**src/rtl/kaipokrandt_ctrl_seq.sv**
```systemverilog
// Instruction sequencer: fetch, decode and dispatch to the MOV/ADD/LOAD/STORE units, with traps for illegal opcodes.
// Defining CTRL_WATCHDOG_EN adds a WAIT-state timeout that faults a hung unit with fault_code 2.
//
// state    | meaning
// ---------+-----------------------------------------------------------
// S_IDLE   | parked, waiting for run
// S_FETCH  | fetch_req held until fetch_ack, then latch ir
// S_DECODE | classify opcode: NOP/HALT handled here, units to EXEC, else FAULT
// S_EXEC   | one-cycle start pulse to the selected unit
// S_WAIT   | hold dec_* until the selected unit's done
// S_HALT   | halted until clear
// S_FAULT  | trapped until clear, fault_code reports the cause
module kaipokrandt_ctrl_seq #(
    parameter int IW      = 16,
    parameter int AW      = 8,
    parameter int TIMEOUT = 16
) (
    input  logic          clk_i,
    input  logic          reset_i,
    input  logic          run_i,
    input  logic          clear_i,
    output logic          fetch_req_o,
    output logic [AW-1:0] fetch_addr_o,
    input  logic          fetch_ack_i,
    input  logic [IW-1:0] fetch_data_i,
    output logic          start_o,
    output logic          dec_mov_o,
    output logic          dec_add_o,
    output logic          dec_ld_o,
    output logic          dec_st_o,
    output logic [3:0]    src_sel_o,
    output logic [3:0]    dst_sel_o,
    input  logic          done_mov_i,
    input  logic          done_add_i,
    input  logic          done_ld_i,
    input  logic          done_st_i,
    output logic [AW-1:0] pc_o,
    output logic [IW-1:0] ir_o,
    output logic          busy_o,
    output logic          halted_o,
    output logic          fault_o,
    output logic [1:0]    fault_code_o
);

    typedef enum logic [2:0] {
        S_IDLE, S_FETCH, S_DECODE, S_EXEC, S_WAIT, S_HALT, S_FAULT
    } state_t;

    localparam logic [3:0] OP_NOP  = 4'h0;
    localparam logic [3:0] OP_MOV  = 4'h1;
    localparam logic [3:0] OP_ADD  = 4'h2;
    localparam logic [3:0] OP_LD   = 4'h3;
    localparam logic [3:0] OP_ST   = 4'h4;
    localparam logic [3:0] OP_HALT = 4'hF;

    if (TIMEOUT < 2) begin : g_timeout_check
        $error("TIMEOUT must be at least 2");
    end

    state_t        state_q, state_d;
    logic [AW-1:0] pc_q, pc_d;
    logic [IW-1:0] ir_q, ir_d;
    logic [1:0]    fault_code_q, fault_code_d;
    logic [3:0]    dec_q, dec_d;
    logic          fetch_req_q, start_q, busy_q, halted_q, fault_q;
    logic          unit_done;

    // One-hot unit select, bit order {st, ld, add, mov}
    function automatic logic [3:0] unit_sel(input logic [3:0] op);
        case (op)
            OP_MOV:  return 4'b0001;
            OP_ADD:  return 4'b0010;
            OP_LD:   return 4'b0100;
            OP_ST:   return 4'b1000;
            default: return 4'b0000;
        endcase
    endfunction

    assign unit_done = |(dec_q & {done_st_i, done_ld_i, done_add_i, done_mov_i});

`ifdef CTRL_WATCHDOG_EN
    localparam int WDW = $clog2(TIMEOUT);
    logic [WDW-1:0] wd_q, wd_d;

    // Down-counter loaded on WAIT entry; terminal count 0 marks the last allowed WAIT cycle.
    always_comb begin
        wd_d = wd_q;
        if (state_q == S_EXEC) begin
            wd_d = WDW'(TIMEOUT - 1);
        end else if (state_q == S_WAIT && wd_q != '0) begin
            wd_d = wd_q - WDW'(1);
        end
    end
`endif

    always_comb begin
        state_d      = state_q;
        pc_d         = pc_q;
        ir_d         = ir_q;
        fault_code_d = fault_code_q;
        case (state_q)
            S_IDLE: begin
                if (run_i) state_d = S_FETCH;
            end
            S_FETCH: begin
                if (fetch_ack_i) begin
                    ir_d    = fetch_data_i;
                    state_d = S_DECODE;
                end
            end
            S_DECODE: begin
                case (ir_q[IW-1 -: 4])
                    OP_NOP: begin
                        pc_d    = pc_q + AW'(1);
                        state_d = run_i ? S_FETCH : S_IDLE;
                    end
                    OP_MOV, OP_ADD, OP_LD, OP_ST: state_d = S_EXEC;
                    OP_HALT: state_d = S_HALT;
                    default: begin
                        fault_code_d = 2'd1;
                        state_d      = S_FAULT;
                    end
                endcase
            end
            S_EXEC: state_d = S_WAIT;
            S_WAIT: begin
                // A done on the expiry cycle still completes the instruction.
                if (unit_done) begin
                    pc_d    = pc_q + AW'(1);
                    state_d = run_i ? S_FETCH : S_IDLE;
                end
`ifdef CTRL_WATCHDOG_EN
                else if (wd_q == '0) begin
                    fault_code_d = 2'd2;
                    state_d      = S_FAULT;
                end
`endif
            end
            S_HALT, S_FAULT: begin
                if (clear_i) begin
                    state_d      = S_IDLE;
                    fault_code_d = 2'd0;
                end
            end
            default: state_d = S_IDLE;
        endcase
        dec_d = (state_d == S_EXEC || state_d == S_WAIT) ? unit_sel(ir_d[IW-1 -: 4]) : 4'b0000;
    end

    // Outputs are registered from the next state so they line up with state_q.
    always_ff @(posedge clk_i) begin
        if (reset_i) begin
            state_q      <= S_IDLE;
            pc_q         <= '0;
            ir_q         <= '0;
            fault_code_q <= 2'd0;
            dec_q        <= 4'b0000;
            fetch_req_q  <= 1'b0;
            start_q      <= 1'b0;
            busy_q       <= 1'b0;
            halted_q     <= 1'b0;
            fault_q      <= 1'b0;
`ifdef CTRL_WATCHDOG_EN
            wd_q         <= '0;
`endif
        end else begin
            state_q      <= state_d;
            pc_q         <= pc_d;
            ir_q         <= ir_d;
            fault_code_q <= fault_code_d;
            dec_q        <= dec_d;
            fetch_req_q  <= (state_d == S_FETCH);
            start_q      <= (state_d == S_EXEC);
            busy_q       <= !(state_d inside {S_IDLE, S_HALT, S_FAULT});
            halted_q     <= (state_d == S_HALT);
            fault_q      <= (state_d == S_FAULT);
`ifdef CTRL_WATCHDOG_EN
            wd_q         <= wd_d;
`endif
        end
    end

    assign fetch_req_o  = fetch_req_q;
    assign fetch_addr_o = pc_q;
    assign start_o      = start_q;
    assign dec_mov_o    = dec_q[0];
    assign dec_add_o    = dec_q[1];
    assign dec_ld_o     = dec_q[2];
    assign dec_st_o     = dec_q[3];
    assign src_sel_o    = ir_q[7:4];
    assign dst_sel_o    = ir_q[3:0];
    assign pc_o         = pc_q;
    assign ir_o         = ir_q;
    assign busy_o       = busy_q;
    assign halted_o     = halted_q;
    assign fault_o      = fault_q;
    assign fault_code_o = fault_code_q;

endmodule

```
**config.mk**
```make
export PLATFORM = sky130hd
export DESIGN_NAME = kaipokrandt_ctrl_seq
export DESIGN_NICKNAME = d
export VERILOG_FILES = /design/src/rtl/kaipokrandt_ctrl_seq.sv
export SDC_FILE = /design/constraint.sdc
export NUM_CORES = 1
export LEC_CHECK = 0
export CAP_MARGIN = 15
export CORE_AREA = 2 2 88 56
export CTS_CLUSTER_DIAMETER = 30
export CTS_CLUSTER_SIZE = 12
export DETAILED_ROUTE_END_ITERATION = 6
export DIE_AREA = 0 0 90 58
export GPL_ROUTABILITY_DRIVEN = 0
export HOLD_SLACK_MARGIN = 0.03
export PLACE_DENSITY = 0.78
export SLEW_MARGIN = 15
export SYNTH_ARGS = -nofsm -noshare
export SYNTH_HDL_FRONTEND = slang
export SYNTH_SLANG_ARGS = --single-unit
```
**constraint.sdc**
```tcl
create_clock -name clk_i -period 2.9 [get_ports clk_i]
set_clock_uncertainty 0.15 [all_clocks]
set_input_delay 0.87 -clock clk_i [delete_from_list [all_inputs] [get_ports clk_i]]
set_output_delay 0.87 -clock clk_i [all_outputs]
set_load 0.05 [all_outputs]
```
==> impl_metrics.csv <==
group,metric,value,unit
logic_synthesis,synth.top_cell.area_share,40.9,%
grt,gr-total-overflow,0,
cells_and_area,num_antenna_cells,0,
logic_synthesis,synthArstFlopShare,0,%
placement,pre_cts_ws,-0.244,ns
timing,final-hold-violation-count,0,
timing,final-setup-viol-count,0,
floorplan,core,4420,um^2
logic_synthesis,yosysTopAreaCell,"dfxtp_1",
critical_path,end_kind,"flop",
floorplan,ios,76,
critical_path,r2r_end,"dec_q[0]",
critical_path,worstPathRequired,2.94,ns
timing,min_period,2.82,ns
cells_and_area,fillers,407,
grt,grtUsageMet1,23.8,%
hold_path,hold_depth,2,
grt,busiest_layer,"met2",
route,via_per_inst,4.97,
grt,track_usage,17.4,%
status,status,"completed",
route,vias,1680,
grt,grt_max_degree,31,
cells_and_area,area_growth,44.1,%
clocking,cts_buffers,5,
route,drc_errors,0,
hold_path,min-delay-start,"ir_o[8]",
grt,grt_pass1_wl,7.36,mm
logic_synthesis,avgSynthCellArea,8.63,um^2
critical_path,ff2ff_setup_slack,0.42,ns
logic_synthesis,synthTopCellsByArea,"dfxtp_1 41%, nand2_1 8.7%, buf_4 7.5%",
timing,min_period_over_period,97.2,%
logic_synthesis,synthFlopType,"dfxtp_1",
logic_synthesis,ys_types,50,
clocking,clkSinkCount,37,
route,wl_per_cell,13.3,um
clocking,cts_tree,"built",
critical_path,worstSetupPathType,"primary input to flop",
cells_and_area,drive_above_1_share,11.3,%
grt,use_met2,27.5,%
clocking,htree_levels,2,
flow_run,cap_violations,0,
clocking,cts.path.max_buffers,2,
grt,met3_usage,5.07,%
placement,numPortBuffers,74,
timing,max_freq,355,MHz
logic_synthesis,ys.warnings.count,0,
cells_and_area,final_cell_mix,"74 x clkdlybuf4s50_1, 42 x nand2_1, 37 x dfxtp_1",
clocking,clk_pin_slew,0.07,ns
logic_synthesis,ys_seq_elements,37,
timing,setup-tns-final,0,ns
route,drtAntennaViolNets,0,
cells_and_area,num-nets-final,300,
critical_path,cp_max_fo,5,
floorplan,die_h,58,um
grt,antenna_found_initial,0,
logic_synthesis,ys_seq_area_share,40.9,%
floorplan,die_area,5220,um^2
clocking,root_buffer,"clkbuf_8",
floorplan,start_util,41.0,%
timing,fin_ws,0.0813,ns
critical_path,cp.arrival,2.86,ns
cells_and_area,seq_area,741,um^2
timing,slew_headroom,66.0,%
cells_and_area,final_common_cell,"clkdlybuf4s50_1",
hold_path,holdCritPathClass,"flop to flop",
route,drtIter0Drc,127,
hold_path,min_to,"ir_o[8]",
route,first_pass_iters,4,
logic_synthesis,syn_nets,236,
timing,worst_pin_slew,0.509,ns
clocking,clock_latency,0.28,ns
logic_synthesis,netlist_area,1810,um^2
logic_synthesis,synthCells,210,
critical_path,rr_worst_depth,7,
placement,hpwl,3.27,mm
floorplan,num_rows,19,
logic_synthesis,synth-edff-count,0,
critical_path,r2r_start,"ir_o[12]",
route,wl,4.49,mm
floorplan,die_width,90,um
power,power.density,421,nW/um^2
power,leakagePower,0.939,nW
critical_path,worstSetupStartpointType,"primary input",
timing,rsz0062_at_grt,"no",
power,ir_drop,0.283,mV
timing,slew_violations,0,
cells_and_area,multi_input_area,870,um^2
grt,grt_pass1_vias,1560,
worst max path at each step:
stage                start       end  slack [ns]  depth (start not counted)
2_1_floorplan    done_ld_i  dec_q[0]        0.26                          5
3_3_place_gp    done_mov_i  dec_q[0]       -0.18                          6
3_5_place_dp     done_ld_i  dec_q[0]       -0.24                          6
4_1_cts          done_ld_i  dec_q[0]        0.02                          6
5_1_grt        fetch_ack_i  dec_q[0]        0.02                          6
6_report           clear_i  dec_q[0]        0.08                          7
sequential cells by signal, summed over array words and instances (netlist names):
name	count
ir_o	16
fetch_addr_o	8
dec_q	4
state_q	3
busy_o	1
fault_code_o	1
fault_o	1
fetch_req_o	1
halted_o	1
start_o	1
synth_stat cells (2+ instances only):
cell type  number
buf_4          18
a22oi_2         2
inv_1           3
o21ai_0         5
and3_1          2
or4_1           2
o2111ai_1       2
a21oi_1        21
nor2_1         14
or4_4           2
a31oi_1         2
dfxtp_1        37
nor2b_1         5
buf_6           3
nor3b_1         4
o211ai_1        3
a211oi_1        3
clkbuf_1        4
xor2_1          6
nand2_1        42
per-stage QoR:
| step | instances | hold WS (ns) | util [%] | instance area [um^2] | total power [W] |
|---|---|---|---|---|---|
| after floorplan | 210 | 0.402 | - | 1810 | 0.000691 |
| after global placement | 329 | 0.291 | 56.7 | 2510 | 0.000767 |
| after detailed placement | 329 | 0.298 | 56.7 | 2510 | 0.000769 |
| after CTS | 337 | 0.306 | 58.6 | 2590 | 0.00111 |
| after global routing | 338 | 0.340 | 59.0 | 2610 | 0.00115 |
| final | 338 | 0.304 | 59.0 | 2610 | 0.00110 |
metal layers:
layer	share of wire (%)	wire, um
met3	7.4	334
met2	45	2010
met5	0	0
met1	47	2130
met4	0.38	17
layout make-up:
cell class	count	share of cell area (%)
repair buffers	85	31.5
flip-flops and latches	37	28.4
multi-input cells	141	33.3
well taps	63	3.02
inverters	4	0.575
clock inverters	2	0.384
clock buffers	6	2.78
what timing repair did:
item | CTS | global route
hold buffers | 0 | 0
pin swaps | 1 | 3
gates resized for setup | 0 | 1
endpoints found under the setup margin | 1 | 1
buffers inserted | 0 | 1
hold endpoints to repair | 0 | 0
critical path, stage by stage:
cell and delay [ns]:
clkdlybuf4s50_1 0.50, nor2b_1 0.08, maj3_1 0.35, a211oi_1 0.38, o211ai_1 0.19, buf_4 0.20, a221oi_4 0.28
power breakdown:
group | total [W] | switching [W] | internal (W) | leakage, nW
Sequential | 0.000542 | 0.0000183 | 0.000523 | 0.300
Combinational | 0.000220 | 0.000129 | 0.0000914 | 0.595
Clock | 0.000337 | 0.000171 | 0.000166 | 0.0450
Total | 0.00110 | 0.000318 | 0.000781 | 0.939
kinds of logic (layout without fill, tap and decap cells):
logic type,Yosys count,after routing,synth area share [%]
DFF,37,37,40.9
buffers and inverters,32,97,11.7
and+or+nand+nor,84,84,23.3
muxes,1,1,0.553
adders and majority gates,2,2,1.24
AOI/OAI and AO/OA,47,47,19.2
other,1,1,0.207
xor gates and xnor gates,6,6,2.90
No activity file was read; power rests on OpenSTA's default activity.
